==> config.mk <==
export PLATFORM = sky130hd
export DESIGN_NAME = voice_scheduler_flat
export DESIGN_NICKNAME = d
export VERILOG_FILES = /design/src/rtl/voice_scheduler_if.sv /design/src/rtl/voice_scheduler.sv /design/src/flat_wrapper.sv
export SDC_FILE = /design/constraint.sdc
export NUM_CORES = 1
export LEC_CHECK = 0
export ABC_AREA = 1
export BUFFER_PORTS_ARGS = -buffer_cell sky130_fd_sc_hd__buf_2
export CAP_MARGIN = 40
export CORE_MARGIN = 4
export CORE_UTILIZATION = 45
export CTS_CLUSTER_SIZE = 25
export DETAILED_ROUTE_END_ITERATION = 8
export GPL_TIMING_DRIVEN = 0
export HOLD_SLACK_MARGIN = 0.03
export PLACE_DENSITY = 0.7
export SLEW_MARGIN = 20
export SYNTH_ARGS = -nofsm -noshare
export SYNTH_HDL_FRONTEND = slang
export SYNTH_SLANG_ARGS = --single-unit
==> constraint.sdc <==
create_clock -name clk_i -period 3.8 [get_ports clk_i]
set_clock_uncertainty 0.2 [all_clocks]
set_input_delay 0 -clock clk_i [delete_from_list [all_inputs] [get_ports clk_i]]
set_output_delay 0 -clock clk_i [all_outputs]
set_load 0.02 [all_outputs]
==> src/rtl/voice_scheduler_if.sv <==
// Event handshake from the note source and slot strobe bus to the NCO datapath.
// The slave modport is the scheduler side; the master modport is the producer/consumer side.
interface voice_scheduler_if #(
  parameter int unsigned IdxW = 2
);
  logic            ev_valid;
  logic            ev_ready;
  logic            ev_on;
  logic [6:0]      ev_note;
  logic            slot_valid;
  logic [IdxW-1:0] slot_idx;
  logic [6:0]      slot_note;
  logic            slot_active;
  logic            frame_done;

  modport master (
    output ev_valid, ev_on, ev_note,
    input  ev_ready, slot_valid, slot_idx, slot_note, slot_active, frame_done
  );

  modport slave (
    input  ev_valid, ev_on, ev_note,
    output ev_ready, slot_valid, slot_idx, slot_note, slot_active, frame_done
  );
endinterface

==> src/rtl/voice_scheduler.sv <==
// Polyphony controller: allocates/frees voice slots from note events and, on each sample
// tick, walks the shared phase datapath through every slot followed by a frame-done pulse.
module voice_scheduler #(
  parameter int unsigned Voices = 4,
  parameter int unsigned IdxW   = 2
) (
  input  logic                clk_i,
  input  logic                rst_i,
  input  logic                trig_i,
  voice_scheduler_if.slave    vs_io,
  output logic [Voices-1:0]   active_mask_o,
  output logic                steal_o,
  output logic                trig_lost_o
);

  localparam logic [1:0] StIdle = 2'd0;
  localparam logic [1:0] StScan = 2'd1;
  localparam logic [1:0] StDone = 2'd2;

  localparam logic [IdxW-1:0] LastIdx = IdxW'(Voices - 1);

  logic [1:0]        state_q, state_d;
  logic [IdxW-1:0]   cnt_q, cnt_d;
  logic [Voices-1:0] act_q, act_d;
  logic [6:0]        note_q [Voices];
  logic [6:0]        note_d [Voices];
  logic [IdxW-1:0]   steal_ptr_q, steal_ptr_d;

  logic              slot_valid_q, slot_valid_d;
  logic [IdxW-1:0]   slot_idx_q, slot_idx_d;
  logic [6:0]        slot_note_q, slot_note_d;
  logic              slot_active_q, slot_active_d;
  logic              frame_done_q, frame_done_d;
  logic              steal_q, steal_d;
  logic              trig_lost_q, trig_lost_d;
  logic [Voices-1:0] mask_q;

  logic              accept;
  logic              hit;
  logic              free_found;
  logic [IdxW-1:0]   free_idx;

  // TRIG wins over a same-cycle event, so ready drops combinationally with it.
  assign vs_io.ev_ready = (state_q == StIdle) && !trig_i && !rst_i;
  assign accept         = vs_io.ev_valid && vs_io.ev_ready;

  // Frame sequencer and registered slot strobe.
  always_comb begin
    state_d       = state_q;
    cnt_d         = cnt_q;
    slot_valid_d  = 1'b0;
    slot_idx_d    = slot_idx_q;
    slot_note_d   = slot_note_q;
    slot_active_d = slot_active_q;
    frame_done_d  = 1'b0;
    trig_lost_d   = 1'b0;
    case (state_q)
      StIdle: begin
        if (trig_i) begin
          state_d = StScan;
          cnt_d   = '0;
        end
      end
      StScan: begin
        slot_valid_d  = 1'b1;
        slot_idx_d    = cnt_q;
        slot_note_d   = note_q[cnt_q];
        slot_active_d = act_q[cnt_q];
        trig_lost_d   = trig_i;
        if (cnt_q == LastIdx) begin
          state_d = StDone;
        end else begin
          cnt_d = cnt_q + IdxW'(1);
        end
      end
      StDone: begin
        frame_done_d = 1'b1;
        trig_lost_d  = trig_i;
        state_d      = StIdle;
      end
      default: state_d = StIdle;
    endcase
  end

  // Voice table update for an accepted event.
  always_comb begin
    act_d       = act_q;
    note_d      = note_q;
    steal_ptr_d = steal_ptr_q;
    steal_d     = 1'b0;
    hit         = 1'b0;
    free_found  = 1'b0;
    free_idx    = '0;
    for (int i = 0; i < int'(Voices); i++) begin
      if (act_q[i] && (note_q[i] == vs_io.ev_note)) begin
        hit = 1'b1;
      end
      if (!act_q[i] && !free_found) begin
        free_found = 1'b1;
        free_idx   = IdxW'(i);
      end
    end
    if (accept) begin
      if (vs_io.ev_on) begin
        if (!hit) begin
          if (free_found) begin
            act_d[free_idx]  = 1'b1;
            note_d[free_idx] = vs_io.ev_note;
          end else begin
            note_d[steal_ptr_q] = vs_io.ev_note;
            steal_ptr_d = (steal_ptr_q == LastIdx) ? '0 : steal_ptr_q + IdxW'(1);
            steal_d     = 1'b1;
          end
        end
      end else begin
        // Note fields are kept on release; only the active bit drops.
        for (int i = 0; i < int'(Voices); i++) begin
          if (act_q[i] && (note_q[i] == vs_io.ev_note)) begin
            act_d[i] = 1'b0;
          end
        end
      end
    end
  end

  always_ff @(posedge clk_i or posedge rst_i) begin
    if (rst_i) begin
      state_q       <= StIdle;
      cnt_q         <= '0;
      act_q         <= '0;
      steal_ptr_q   <= '0;
      slot_valid_q  <= 1'b0;
      slot_idx_q    <= '0;
      slot_note_q   <= '0;
      slot_active_q <= 1'b0;
      frame_done_q  <= 1'b0;
      steal_q       <= 1'b0;
      trig_lost_q   <= 1'b0;
      mask_q        <= '0;
      for (int i = 0; i < int'(Voices); i++) begin
        note_q[i] <= '0;
      end
    end else begin
      state_q       <= state_d;
      cnt_q         <= cnt_d;
      act_q         <= act_d;
      note_q        <= note_d;
      steal_ptr_q   <= steal_ptr_d;
      slot_valid_q  <= slot_valid_d;
      slot_idx_q    <= slot_idx_d;
      slot_note_q   <= slot_note_d;
      slot_active_q <= slot_active_d;
      frame_done_q  <= frame_done_d;
      steal_q       <= steal_d;
      trig_lost_q   <= trig_lost_d;
      mask_q        <= act_d;
    end
  end

  assign vs_io.slot_valid  = slot_valid_q;
  assign vs_io.slot_idx    = slot_idx_q;
  assign vs_io.slot_note   = slot_note_q;
  assign vs_io.slot_active = slot_active_q;
  assign vs_io.frame_done  = frame_done_q;
  assign active_mask_o     = mask_q;
  assign steal_o           = steal_q;
  assign trig_lost_o       = trig_lost_q;

endmodule

==> src/flat_wrapper.sv <==
// flat-port wrapper written by rule: the top's interface ports become plain ports
module voice_scheduler_flat 
#(
  parameter int unsigned Voices = 4,
  parameter int unsigned IdxW   = 2
)
  (clk_i, rst_i, trig_i, active_mask_o, steal_o, trig_lost_o, vs_io_ev_valid, vs_io_ev_on, vs_io_ev_note, vs_io_ev_ready, vs_io_slot_valid, vs_io_slot_idx, vs_io_slot_note, vs_io_slot_active, vs_io_frame_done);
  voice_scheduler_if #(.IdxW(IdxW)) vs_io_i ();
  input  logic clk_i;
  input  logic rst_i;
  input  logic trig_i;
  output logic [Voices-1:0] active_mask_o;
  output logic steal_o;
  output logic trig_lost_o;
  input wire logic [$bits(vs_io_i.ev_valid)-1:0] vs_io_ev_valid;
  input wire logic [$bits(vs_io_i.ev_on)-1:0] vs_io_ev_on;
  input wire logic [$bits(vs_io_i.ev_note)-1:0] vs_io_ev_note;
  output wire logic [$bits(vs_io_i.ev_ready)-1:0] vs_io_ev_ready;
  output wire logic [$bits(vs_io_i.slot_valid)-1:0] vs_io_slot_valid;
  output wire logic [$bits(vs_io_i.slot_idx)-1:0] vs_io_slot_idx;
  output wire logic [$bits(vs_io_i.slot_note)-1:0] vs_io_slot_note;
  output wire logic [$bits(vs_io_i.slot_active)-1:0] vs_io_slot_active;
  output wire logic [$bits(vs_io_i.frame_done)-1:0] vs_io_frame_done;
  assign vs_io_i.ev_valid = vs_io_ev_valid;
  assign vs_io_i.ev_on = vs_io_ev_on;
  assign vs_io_i.ev_note = vs_io_ev_note;
  assign vs_io_ev_ready = vs_io_i.ev_ready;
  assign vs_io_slot_valid = vs_io_i.slot_valid;
  assign vs_io_slot_idx = vs_io_i.slot_idx;
  assign vs_io_slot_note = vs_io_i.slot_note;
  assign vs_io_slot_active = vs_io_i.slot_active;
  assign vs_io_frame_done = vs_io_i.frame_done;
  voice_scheduler #(.Voices(Voices), .IdxW(IdxW)) u_core (.clk_i(clk_i), .rst_i(rst_i), .trig_i(trig_i), .vs_io(vs_io_i), .active_mask_o(active_mask_o), .steal_o(steal_o), .trig_lost_o(trig_lost_o));
endmodule
Word level (Yosys, flattened, before mapping)
Index checks and enable logic that the tools add are counted.
Widths: inputs -> output; s select.
- eq/ne operators: 13
- $add $sub $neg: 2
- muxes and demuxes: 46
- reductions and logical operators: 35
- order comparisons: 8
- bitwise gates (word level): 6
- operator list (operator ; number):
    $bwmux 28 ; 2
    $demux 7 s2 ; 2
    $eq 7x7->1 ; 4
    $mux 28 ; 1
    $mux 7 ; 4
    $mux 1 ; 22
    $reduce_and 4->1 ; 5
    $bmux 7 s2 ; 1
    $mux 2 ; 7
    $logic_and 1x1->1 ; 13
    $mux 4 ; 3
    $reduce_bool 2->1 ; 5
    $ge 3x3->1 const B ; 3
    $not 2->3 ; 3
    $pmux 2 s2 ; 2
    $logic_not 1->1 ; 7
    $eq 2x2->1 const B ; 3
    $lt 2x3->1 const B ; 2
    $lt 3x1->1 const B ; 2
    $ne 2x2->1 const B ; 3
    $reduce_and 3->1 ; 2
    $add 2x1->2 const B ; 2
    $ne 2x1->1 const B ; 2
    $or 4x4->4 ; 1
    8 further kinds ; 9
- flip-flop bits (word level): 52
- input bits: 12

Longest topological paths before layout
Gate-level depths: netlist of run 1.
- depth in word-level cells: 17
- depth in mapped cells: 13
- depth with buffers taken out: 12

Least setup slack after synthesis of run 1
No wires, ideal clock.
- kind: register to register
- start: reg u_core.state_q[0]
- end: reg u_core.note_q[10] (netlist bit)
- period minus slack after synthesis: 1.873 ns
- data required time: 3.534 ns
- path slack: 1.927 ns
- data arrival time: 1.607 ns
- cell stages (with the launch flop): 11
- cell sequence: dfrtp_1 -> inv_1 -> ha_1 -> inv_2 -> nor2_2 -> and3_1 -> inv_2 -> nor2_8 -> bufbuf_8 -> nand4_1 -> nand2_1
- word-level cells in the longest chain between the ends: 5
- RTL lines (what ; line ; text):
    start: declaration ; voice_scheduler.sv:22 ; logic [1:0] state_q, state_d;
    start signal: assignment ; voice_scheduler.sv:128 ; state_q <= StIdle;
    start signal: assignment ; voice_scheduler.sv:144 ; state_q <= state_d;
    $logic_not 2->1 ; voice_scheduler.sv:44 ; assign vs_io.ev_ready = (state_q == StIdle) && !trig_i && !rst_i;
    $logic_and 1x1->1 (2 in series) ; voice_scheduler.sv:44 ;
    $logic_and 1x1->1 ; voice_scheduler.sv:45 ; assign accept = vs_io.ev_valid && vs_io.ev_ready;
    $reduce_and 3->1 (no source line) ; -- ;
    end signal: assignment ; voice_scheduler.sv:147 ; note_q <= note_d;
    end: declaration ; voice_scheduler.sv:25 ; logic [6:0] note_q [Voices];
Every way passes these cells.
A chain may end at the register's enable or synchronous reset.

Worst setup path in the final report of run 1
- start: reg u_core.state_q[1]
- end: reg u_core.note_q[10] (netlist bit)
Same word-level chain as after synthesis.

==> results of run 1 <==
[sequential cells by signal, summed over array words and instances, names as in the netlist]
signal / flops
u_core.note_q: 28
u_core.vs_io.slot_note: 7
u_core.act_q: 4
u_core.cnt_q: 2
u_core.state_q: 2
u_core.steal_ptr_q: 2
u_core.vs_io.slot_idx: 2
u_core.steal_o: 1
u_core.trig_lost_o: 1
u_core.vs_io.frame_done: 1
u_core.vs_io.slot_active: 1
u_core.vs_io.slot_valid: 1
[path summary, 6_finish.rpt]
path                                                end  slack (ps)  depth (start not counted)
worst min register to register        u_core.note_q[14]         290                          2
max in group asynchronous             u_core.note_q[22]        2790                          4
min in group clk_i                     u_core.note_q[5]          90                          6
worst max register to register        u_core.note_q[10]        1690                         10
worst max-delay path                  u_core.note_q[10]        1690                         10
worst min-delay path            u_core.vs_io.slot_valid          60                          3
[cell type report]
type                    instances  share of cell area
plain buffers                  17              0.0416
clock buffers                   6              0.0221
well taps                      96              0.0322
multi-input cells             322               0.427
inverters                      49              0.0520
repair buffers                 36              0.0657
clock inverters                 2              0.0104
flip-flops and latches         52               0.349
[logic make-up (layout without fill, tap and decap cells)]
| group | Yosys count | after routing |
|---|---|---|
| simple gates | 256 | 256 |
| flops | 52 | 52 |
| fa+ha+maj | 9 | 9 |
| buf+inv | 66 | 110 |
| compound gates | 57 | 57 |
[worst max-delay path: cells and delay by family (launching register included)]
family | cells | cell delay (ps)
flip-flops | 1 | 400
buffers and inverters | 4 | 550
adder cells (fa/ha/maj) | 1 | 210
AND/OR/NAND/NOR | 5 | 690
[what timing repair did]
action                    4_1_cts  5_1_grt
buffers inserted                0        0
hold buffers                   10        0
hold endpoints to repair       89        0
[metal layers]
layer / global-route usage / vias up / wire, microns
li1: - / 1495 / -
met1: 0.284 / 1344 / 3750
met2: 0.318 / 73 / 3750
met3: 0.0276 / 18 / 414
met4: 0.0733 / 0 / 180
met5: 0 / - / 0
[cell usage in the layout (no fill, tap or decap), types with 11 or more instances in the layout]
| master | synthesis | routed |
|---|---|---|
| sky130_fd_sc_hd__inv_2 | 12 | 12 |
| sky130_fd_sc_hd__o21ai_1 | 14 | 14 |
| sky130_fd_sc_hd__nor2_1 | 40 | 40 |
| sky130_fd_sc_hd__dfrtp_1 | 52 | 52 |
| sky130_fd_sc_hd__inv_1 | 35 | 35 |
| sky130_fd_sc_hd__o21ai_0 | 13 | 13 |
| sky130_fd_sc_hd__a21oi_1 | 17 | 17 |
| sky130_fd_sc_hd__nand2_2 | 11 | 11 |
| sky130_fd_sc_hd__buf_2 | 1 | 26 |
| sky130_fd_sc_hd__nand4_1 | 29 | 29 |
| sky130_fd_sc_hd__nand2_1 | 154 | 154 |
[power by group through the flow]
stage | registers [uW] | logic (uW) | clock network [uW]
finish | 865 | 937 | 402
global route | 896 | 1070 | 438
CTS | 865 | 941 | 413
detailed placement | 876 | 929 | 0
global placement | 861 | 904 | 0
floorplan | 940 | 586 | 0
[through the flow]
stage	cell area [sq um]	hold WS [ps]
after global placement	3490	20.2
after global routing	3730	101
final	3730	58.2
after floorplan	3250	-131
after CTS	3730	76.8
after detailed placement	3510	-123
==> results.md, run 1 <==
| Metric | Reported | Unit |
|---|---|---|
| Status | finished, final reports clean | - |
| Post-detailed-routing wire length | 8100 | microns |
| Startpoint of the worst setup timing path | u_core.state_q[1] | - |
| Number of vias after detailed routing | 2,930 | - |
| Unrepaired setup endpoints after global routing | no | - |
| Syn_nets | 461 | - |
| Number of filler instances in the final layout | 694 | - |
| Synthesized-area fraction occupied by adder cells | 0.0347 | - |
| Horiz. Die Dim | 92.9 | microns |
| Most common flop cell mapped by yosys | sky130_fd_sc_hd__dfrtp_1 | - |
| Global-route usage over all layers | 0.202 | - |
| Critical path fanouts, max | 10 | - |
| Worst path setup slack after routing | 1690 | ps |
| Starting DRC count in detailed routing | 214 | - |
| Clock slew at reported path FFs | 100 | ps |
| Number of nets in the layout | 504 | - |
| Area fraction in compound gates after synthesis | 0.0960 | - |
| Antenna diodes | 0 | - |
| Global-route wire length before repair | 13,900 | microns |
| Layout Area Growth over Synthesis | 15.0 | % |
| Share of cells above drive strength 1 | 0.186 | - |
| Peak VDD IR | 0.223 | mV |
| Pin count of the biggest net entering global routing | 32 | - |
| Clock sink count | 52 | - |
| Detailed-route vias per instance | 5.05 | - |
| IO Port Bufs | 25 | - |
| Post-cts resize count | 0 | - |
| Post-Syn Instances | 440 | - |
| Floorplan die height | 92.9 | microns |
| Average size of a mapped cell | 7.38 | sq um |
| Logic gate share of total power | 0.425 | - |
| Xor/xnor cell area share of the yosys netlist | 0 | - |
| DRC | 0 | - |
| Sequential cell area | 1300 | sq um |
| Post-layout min period | 2110 | ps |
| Most frequent CP cell | sky130_fd_sc_hd__inv_2 | - |
| Number of enable flip-flop cells after synthesis | 0 | - |
| Power density of the placed cells | 591 | nW/um^2 |
| Actual transition at the worst max-transition pin | 513 | ps |
| Critical path required time | 3860 | ps |
| Area taken by multi-input logic gates | 1600 | sq um |
| # H-tree levels | 2 | - |
| Core ar. | 6910 | sq um |
| Number of failing setup endpoints in the final timing report | 0 | - |
| Max incr delay on CP | 400 | ps |
| Largest buffer count on any clock path | 2 | - |
| Crit-path cells | inv_1 -> ha_1 -> inv_2 -> nor2_2 -> and3_1 -> inv_2 -> nor2_8 -> bufbuf_8 -> nand4_1 -> nand2_1 | - |
| Final Non-Filler Cells | 580 | - |
| Number of endpoints with negative hold slack in the final report | 0 | - |
| Power consumption | 2200 | uW |
| Placed Cells incl. Taps | 562 | - |
| Wire per inst | 14.0 | microns |
| Internal portion of total power | 1260 | uW |
| Nature of the critical path startpoint | flop | - |
| Routability-driven placement congestion ratio | 0.928 | - |
| F_max | 473 | MHz |
| Switch Pwr | 942 | uW |
| Hold crit path type | input port to async pin | - |
| Clock insertion delay at the later pin of the skew report | 310 | ps |
| Fraction of the core area covered by cells at the end of the flow | 0.540 | - |
| Switching power as a share of total power | 0.427 | - |
| Row count | 30 | - |
| Clock network power share | 0.183 | - |
| Total Die Area | 8640 | sq um |
| Number of top-level pins | 31 | - |
| Share of cell area taken by muxes after synthesis | 0 | - |
| Worst Setup Slack post-DPL | 1700 | ps |
| Proportion of netlist area held by the largest area contributor | 0.401 | - |
| Setup Total Neg Slack | 0 | ps |
| Sequential fraction of design power | 0.393 | - |
| Final number of max-transition violations | 0 | - |
| Detail Route Antenna Nets | 0 | - |
| List of most frequent post-synthesis cells | 154 x sky130_fd_sc_hd__nand2_1, 52 x sky130_fd_sc_hd__dfrtp_1, 40 x sky130_fd_sc_hd__nor2_1, 35 x sky130_fd_sc_hd__inv_1, 29 x sky130_fd_sc_hd__nand4_1 | - |
| Number of iterations in the first detailed-routing pass | 6 | - |
| Post-synthesis sequential area ratio | 0.401 | - |
| Number of antenna violations at the first check in global routing | 0 | - |
| Cell area after technology mapping | 3250 | sq um |
| Vias in the first global route | 2,808 | - |
| Flip-flop and latch count after synthesis | 52 | - |
| Root buf cell | sky130_fd_sc_hd__clkbuf_8 | - |
| Sort of element at the end of the critical path | flop | - |
| Type of the worst setup path | flop to flop | - |
| Clock buffers created by TritonCTS | 5 | - |
| Half-perimeter wire length of the detailed placement result | 6230 | microns |
| Starting Density | 0.470 | - |
| Count leader, synth | sky130_fd_sc_hd__nand2_1 | - |
| Worst rel slew slack | 0.658 | - |
| Library cell with the largest summed area after synthesis | sky130_fd_sc_hd__dfrtp_1 | - |
| Count of synthesis-stage warnings from yosys | 0 | - |
| TritonCTS clock tree | yes | - |
| Static Leak | 0.00189 | uW |
| Main area contributors after synthesis | sky130_fd_sc_hd__dfrtp_1 40%, sky130_fd_sc_hd__nand2_1 18%, sky130_fd_sc_hd__nand4_1 5.6%, sky130_fd_sc_hd__nor2_1 4.6%, sky130_fd_sc_hd__inv_1 4.0% | - |
| Cell at the slowest stage of the critical path | sky130_fd_sc_hd__dfrtp_1 | - |
| Combinational family with the most area after synthesis | simple AND/OR/NAND/NOR gates | - |
| Sum of overflow across all layers after global routing | 0 | - |
| Max Cap Violations | 0 | - |
| Period utilisation layout | 0.556 | - |
| Synthesized-area fraction occupied by and/or/nand/nor cells | 0.361 | - |
| Async S/R FF share, synth | 1.00 | - |
| Critical path data arrival time | 2170 | ps |
| Critical R2R Launch | u_core.state_q[1] | - |
| Count of different cell masters after synthesis | 34 | - |
(Power assumes the default switching activity.)
==> run 2, diff against run 1 <==
Settings changed: PLACE_DENSITY 0.7 to 0.73.
Clock period 3.8 ns to 1.8 ns, I/O delays scaled along.
==> results.md, run 2 (synthesized netlist as in run 1, its figures left out) <==
| Metric | Reported | Unit | vs previous |
|---|---|---|---|
| Status | finished, violations left | - |  |
| Failing checks | setup timing | - |  |
| Internal portion of total power | 2910 | uW | +130% |
| Sum of buffers and inverters on the critical path | 4 | - | unchanged |
| Clock buffers created by TritonCTS | 5 | - | unchanged |
| Antenna diodes | 0 | - | unchanged |
| Static Leak | 0.00201 | uW | +6.3% |
| Sum of overflow across all layers after global routing | 0 | - | unchanged |
| Worst path setup slack after routing | -95.5 | ps | -1780 ps |
| Worst rel slew slack | 0.650 | - | -0.00763 |
| Critical path fanouts, max | 6 | - | -4 |
| Starting Density | 0.470 | - | unchanged |
| Number of filler instances in the final layout | 637 | - | -8.2% |
| Wire per inst | 14.7 | microns | +5.5% |
| Switching power as a share of total power | 0.428 | - | +0.000904 |
| Gate family responsible for the most delay along the worst path | simple AND/OR/NAND/NOR gates | - |  |
| Root buf cell | sky130_fd_sc_hd__clkbuf_8 | - |  |
| Core ar. | 6910 | sq um | unchanged |
| Nature of the critical path startpoint | flop | - |  |
| Pin count of the biggest net entering global routing | 33 | - | +3.1% |
| Routability-driven placement congestion ratio | 0.930 | - | +0.14% |
| Global-route usage over all layers | 0.208 | - | +0.00552 |
| Floorplan die height | 92.9 | microns | unchanged |
| Max Cap Violations | 0 | - | unchanged |
| Clock insertion delay at the later pin of the skew report | 310 | ps | about the same |
| Total Die Area | 8640 | sq um | unchanged |
| Placed Cells incl. Taps | 562 | - | unchanged |
| Power density of the placed cells | 1240 | nW/um^2 | +110% |
| Number of endpoints with negative hold slack in the final report | 0 | - | unchanged |
| Number of top-level pins | 31 | - | unchanged |
| F_max | 528 | MHz | +12% |
| Period utilisation layout | 1.05 | - | +0.497 |
| Post-detailed-routing wire length | 8820 | microns | +8.9% |
| Row count | 30 | - | unchanged |
| Register containing the most flip-flops in the final layout | u_core.note_q | - |  |
| Number of failing setup endpoints in the final timing report | 31 | - | +31 |
| Clock slew at reported path FFs | 100 | ps | about the same |
| Vias in the first global route | 2,844 | - | +1.3% |
| Fraction of the core area covered by cells at the end of the flow | 0.595 | - | +0.0542 |
| Hold crit path type | input port to flop | - |  |
| Actual transition at the worst max-transition pin | 525 | ps | +12.2 ps |
| Clock sink count | 52 | - | unchanged |
| Critical path data arrival time | 1910 | ps | -260 ps |
| Starting DRC count in detailed routing | 266 | - | +24% |
| Most frequent standard cell in the layout excluding fill and tap cells | sky130_fd_sc_hd__nand2_1 | - |  |
| Clock network power share | 0.172 | - | -0.011 |
| Share of cells above drive strength 1 | 0.280 | - | +0.0944 |
| Peak VDD IR | 0.378 | mV | +70% |
| Post-layout min period | 1900 | ps | -218 ps |
| Sort of element at the end of the critical path | flop | - |  |
| Number of iterations in the first detailed-routing pass | 5 | - | -1 |
| # H-tree levels | 2 | - | unchanged |
| Worst hold slack | 159 | ps | +101 ps |
| Detailed-route vias per instance | 5.20 | - | +2.9% |
| Type of the worst setup path | flop to flop | - |  |
| Cell at the slowest stage of the critical path | sky130_fd_sc_hd__dfrtp_1 | - |  |
| Logic gate share of total power | 0.466 | - | +0.041 |
| Max incr delay on CP | 410 | ps | about the same |
| Number of nets in the layout | 523 | - | +3.8% |
| Number of antenna violations at the first check in global routing | 0 | - | unchanged |
| Number of flip-flops under the largest register name | 28 | - | unchanged |
| Layout Area Growth over Synthesis | 26.5 | % |  |
| Critical path required time | 1810 | ps | -2050 ps |
| Setup Total Neg Slack | -2030 | ps | -2030 ps |
| Commonest cells after routing, fill and taps aside | 137 x sky130_fd_sc_hd__nand2_1, 50 x sky130_fd_sc_hd__dfrtp_1, 39 x sky130_fd_sc_hd__nor2_1 | - |  |
| Flop-to-flop setup slack | -100 | ps | -1780 ps |
| DRC | 0 | - | unchanged |
| Largest buffer count on any clock path | 2 | - | unchanged |
| Number of vias after detailed routing | 3,115 | - | +6.3% |
| Final number of max-transition violations | 0 | - | unchanged |
| Crit-path cells | inv_2 -> ha_4 -> inv_2 -> nor2_4 -> and3_4 -> inv_6 -> nor2_8 -> buf_6 -> nand3_4 -> nand2_1 -> nand2_1 | - |  |
| Sequential fraction of design power | 0.362 | - | -0.031 |
| Final Non-Filler Cells | 599 | - | +3.3% |
| Switch Pwr | 2180 | uW | +130% |
| Global-route wire length before repair | 14,100 | microns | +1.8% |
| TritonCTS clock tree | yes | - |  |
| Half-perimeter wire length of the detailed placement result | 6040 | microns | -3.0% |
| IO Port Bufs | 25 | - | unchanged |
| Horiz. Die Dim | 92.9 | microns | unchanged |
| Unrepaired setup endpoints after global routing | yes | - |  |
| Detail Route Antenna Nets | 0 | - | unchanged |
==> run 2: cell count changes in the layout (fill, tap and decap cells not counted), moves of 3 or more <==
cell                      previous run  this run
sky130_fd_sc_hd__buf_4               4        17
sky130_fd_sc_hd__buf_6               1         4
sky130_fd_sc_hd__inv_1              35        31
sky130_fd_sc_hd__inv_2              12        15
sky130_fd_sc_hd__nand2_1           154       137
sky130_fd_sc_hd__nand2_2            11        28
sky130_fd_sc_hd__nand3_2             6         1
sky130_fd_sc_hd__nand3_4             0         5
sky130_fd_sc_hd__nor2_4              2         5
==> run 2: path summary, 6_finish.rpt <==
kind | start | endpoint | cells past startpoint
max | u_core.state_q[0] | u_core.steal_ptr_q[0] | 11
min | vs_io_ev_valid | u_core.note_q[21] | 7
max reg2reg | u_core.state_q[0] | u_core.steal_ptr_q[0] | 11
min reg2reg | u_core.vs_io.slot_idx[1] | u_core.vs_io.slot_idx[1] | 2
max in group asynchronous | rst_i | u_core.note_q[18] | 5
min in group asynchronous | rst_i | u_core.note_q[27] | 4
==> run 2: worst register-to-register path, delay by kind of cell (launching register included) <==
kind	cells	cell delay (ps)
DFF	1	410
buffers and inverters	4	340
adders and majority gates	1	150
and+or+nand+nor	6	710
==> run 2: stage by stage <==
| step | setup WS (ps) | area, sq um | total power [uW] |
|---|---|---|---|
| global route | -204 | 4110 | 5450 |
| finish | -95.5 | 4110 | 5100 |
| detailed placement | -215 | 3520 | 3800 |
| CTS | -51.0 | 3970 | 4890 |
| floorplan | -3.12 | 3260 | 3240 |
| global placement | -482 | 3500 | 3740 |
==> run 2: metal layers <==
layer / global-route usage / routed length, microns / part of all wire / up-vias
met4: 0.0708 / 138 / 0.016 / 0
li1: - / - / - / 1537
met5: 0 / 0 / 0 / -
met1: 0.285 / 3960 / 0.45 / 1443
met3: 0.0284 / 467 / 0.053 / 18
met2: 0.337 / 4250 / 0.48 / 117
==> run 2: power groups by stage <==
stage	Sequential (uW)	Combinational (uW)	Clock [uW]
after global routing	1890	2630	934
after floorplan	1990	1250	0
final	1840	2370	878
after CTS	1820	2180	885
after global placement	1830	1910	0
after detailed placement	1850	1960	0
==> run 2: area by class of cell <==
class                   count  area, sq um  area share
flip-flops and latches     52         1300       0.317
repair buffers             54          429       0.105
clock buffers               6         82.6      0.0201
multi-input cells         323         1750       0.427
well taps                  96          120      0.0293
repair inverters            1         6.26     0.00152
clock inverters             2         38.8     0.00945
inverters                  49          199      0.0484
plain buffers              16          173      0.0420
==> run 2: timing repair <==
action	CTS	global route
gates resized for setup	13	36
pin swaps	19	18
hold buffers	10	1
endpoints found under the setup margin	45	38
gates cloned	4	0
hold endpoints to repair	86	20
setup buffers	12	4
==> run 3, diff against run 2 <==
Settings changed: TNS_END_PERCENT set to 50.
==> results.md, run 3 (synthesized netlist as in run 1, its figures left out) <==
| Metric | Reported | Unit | vs previous |
|---|---|---|---|
| Static Leak | 0.00205 | uW | +2.1% |
| Switching power as a share of total power | 0.443 | - | +0.0145 |
| Starting Density | 0.470 | - | unchanged |
| Critical path required time | 1870 | ps | +60 ps |
| # H-tree levels | 2 | - | unchanged |
| Number of failing setup endpoints in the final timing report | 31 | - | unchanged |
| Actual transition at the worst max-transition pin | 525 | ps | -0.651 ps |
| Type of the worst setup path | flop to flop | - |  |
| Pin count of the biggest net entering global routing | 34 | - | +3.0% |
| Post-detailed-routing wire length | 8730 | microns | -1.0% |
| Capturing point of the worst reg2reg path | u_core.note_q[6] | - |  |
| Vias in the first global route | 2,765 | - | -2.8% |
| Clock insertion delay at the later pin of the skew report | 330 | ps | +20 ps |
| Row count | 30 | - | unchanged |
| Max Cap Violations | 0 | - | unchanged |
| Hold crit path type | input port to flop | - |  |
| Global routing usage on met3 | 0.0333 | - | +0.00487 |
| Horiz. Die Dim | 92.9 | microns | unchanged |
| Setup Total Neg Slack | -1360 | ps | +672 ps |
| Core ar. | 6910 | sq um | unchanged |
| Logic gate share of total power | 0.473 | - | +0.007 |
| Period utilisation layout | 1.04 | - | -0.0104 |
| IO Port Bufs | 25 | - | unchanged |
| Register containing the most flip-flops in the final layout | u_core.note_q | - |  |
| Capturing instance or port of the critical path | u_core.note_q[6] | - |  |
| Antenna diodes | 0 | - | unchanged |
| Post-layout min period | 1880 | ps | -18.7 ps |
| Global-route track usage on met1 | 0.278 | - | -0.00687 |
| Detail Route Antenna Nets | 0 | - | unchanged |
| Number of top-level pins | 31 | - | unchanged |
| Sum of overflow across all layers after global routing | 0 | - | unchanged |
| Wire per inst | 14.3 | microns | -3.0% |
| Number of nets in the layout | 535 | - | +2.3% |
| Detailed-route vias per instance | 5.20 | - | about the same |
| Root buf cell | sky130_fd_sc_hd__clkbuf_8 | - |  |
| Number of vias after detailed routing | 3,176 | - | +2.0% |
| Most frequent standard cell in the layout excluding fill and tap cells | sky130_fd_sc_hd__nand2_1 | - |  |
| Max incr delay on CP | 410 | ps | about the same |
| Unrepaired setup endpoints after global routing | yes | - |  |
| Flop-to-flop setup slack | -80 | ps | +20 ps |
| Startpoint of the worst setup timing path | u_core.state_q[0] | - |  |
| Worst rel slew slack | 0.650 | - | about the same |
| Global-route usage over all layers | 0.205 | - | -0.00302 |
| Crit-path cells | inv_2 -> ha_4 -> inv_2 -> nor2_4 -> and3_4 -> inv_6 -> nor2_8 -> buf_6 -> nand4_1 -> nand2_1 | - |  |
| Worst path setup slack after routing | -76.8 | ps | +18.7 ps |
| Starting DRC count in detailed routing | 344 | - | +29% |
| Peak VDD IR | 0.427 | mV | +13% |
| Number of flip-flops under the largest register name | 28 | - | unchanged |
| Layout Area Growth over Synthesis | 27.2 | % |  |
| Global-route wire length before repair | 14,000 | microns | -1.2% |
| Critical path data arrival time | 1940 | ps | +30 ps |
| Failing checks | setup timing | - |  |
| F_max | 533 | MHz | +1.0% |
| Sequential fraction of design power | 0.377 | - | +0.015 |
| Critical R2R Launch | u_core.state_q[0] | - |  |
| Most frequent CP cell | sky130_fd_sc_hd__inv_2 | - |  |
| Clock slew at reported path FFs | 100 | ps | about the same |
| Clock sink count | 52 | - | unchanged |
| Most utilized layer in the global route result | met2 | - |  |
| TritonCTS clock tree | yes | - |  |
| Share of cells above drive strength 1 | 0.285 | - | +0.00512 |
| Half-perimeter wire length of the detailed placement result | 6080 | microns | +0.64% |
| Number of antenna violations at the first check in global routing | 0 | - | unchanged |
| Floorplan die height | 92.9 | microns | unchanged |
| DRC | 0 | - | unchanged |
| Power density of the placed cells | 1190 | nW/um^2 | -4.5% |
| Met2 demand-to-capacity share in global routing | 0.329 | - | -0.00720 |
| Clock network power share | 0.150 | - | -0.022 |
| Number of endpoints with negative hold slack in the final report | 0 | - | unchanged |
| Final number of max-transition violations | 0 | - | unchanged |
| Number of iterations in the first detailed-routing pass | 5 | - | unchanged |
| Internal portion of total power | 2730 | uW | -6.4% |
| Worst hold slack | 30.9 | ps | -129 ps |
| Largest buffer count on any clock path | 2 | - | unchanged |
| Critical path fanouts, max | 10 | - | +4 |
| Status | finished, violations left | - |  |
| Total Die Area | 8640 | sq um | unchanged |
| Switch Pwr | 2170 | uW | -0.70% |
| Nature of the critical path startpoint | flop | - |  |
| Sort of element at the end of the critical path | flop | - |  |
| Routability-driven placement congestion ratio | 0.933 | - | +0.32% |
| Clock buffers created by TritonCTS | 5 | - | unchanged |
| Reg2reg path depth | 10 | - | -1 |
| Commonest cells after routing, fill and taps aside | 148 x sky130_fd_sc_hd__nand2_1, 49 x sky130_fd_sc_hd__dfrtp_1, 35 x sky130_fd_sc_hd__nor2_1 | - |  |
| Cell at the slowest stage of the critical path | sky130_fd_sc_hd__dfrtp_1 | - |  |
[run 3: worst max-delay path: cells and delay by family, from the launching register on]
family	cells	cell delay, ps
DFF	1	410
and+or+nand+nor	5	700
buffers and inverters	4	360
adders and majority gates	1	140
[run 3: per-stage QoR]
step / std cells / total power [uW] / cell area (sq um) / utilization / setup slack [ps]
after floorplan: 440 / 3230 / 3250 / - / -29.6
after detailed placement: 562 / 3810 / 3520 / 0.509 / -271
final: 611 / 4890 / 4130 / 0.598 / -76.8
after global routing: 611 / 5250 / 4130 / 0.598 / -170
after global placement: 561 / 3740 / 3500 / 0.506 / -536
after CTS: 588 / 4700 / 3860 / 0.559 / -44.7
[run 3: power groups by stage]
stage | Sequential [uW] | Combinational, uW | Clock, uW
4_1_cts | 1830 | 2120 | 743
3_3_place_gp | 1830 | 1900 | 0
2_1_floorplan | 1990 | 1240 | 0
5_1_grt | 1890 | 2570 | 792
6_report | 1840 | 2310 | 735
3_5_place_dp | 1850 | 1950 | 0
[run 3: what timing repair did]
action	in CTS	in global routing
pin swaps	28	25
setup buffers	6	20
endpoints found under the hold margin	86	19
setup endpoints to repair	45	38
resized for setup	14	30
gates cloned	2	2
hold buffers	10	1
[run 3: area by class of cell]
cell class	count	area (sq um)
timing repair buffer	65	509
multi-input combinational	323	1700
sequential	52	1310
clock inverter	3	27.5
inverter	49	206
timing repair inverter	1	8.76
clock buffer	5	68.8
tap	96	120
buffer	17	178
fill	632	2780
[run 3: metal layers]
metal	vias up	wire length (microns)	part of all wire
met5	-	0	0
met4	0	249	0.029
met3	27	539	0.062
met2	120	4180	0.48
met1	1465	3760	0.43
li1	1564	-	-
[run 3: worst min-delay path by stage]
stage	from	endpoint	depth (start not counted)
floorplan	rst_i	u_core.act_q[0]	1
global placement	trig_i	u_core.trig_lost_o	3
detailed placement	rst_i	u_core.vs_io.slot_valid	2
CTS	vs_io_ev_valid	u_core.steal_o	6
global route	vs_io_ev_valid	u_core.steal_o	6
finish	vs_io_ev_valid	u_core.steal_o	6
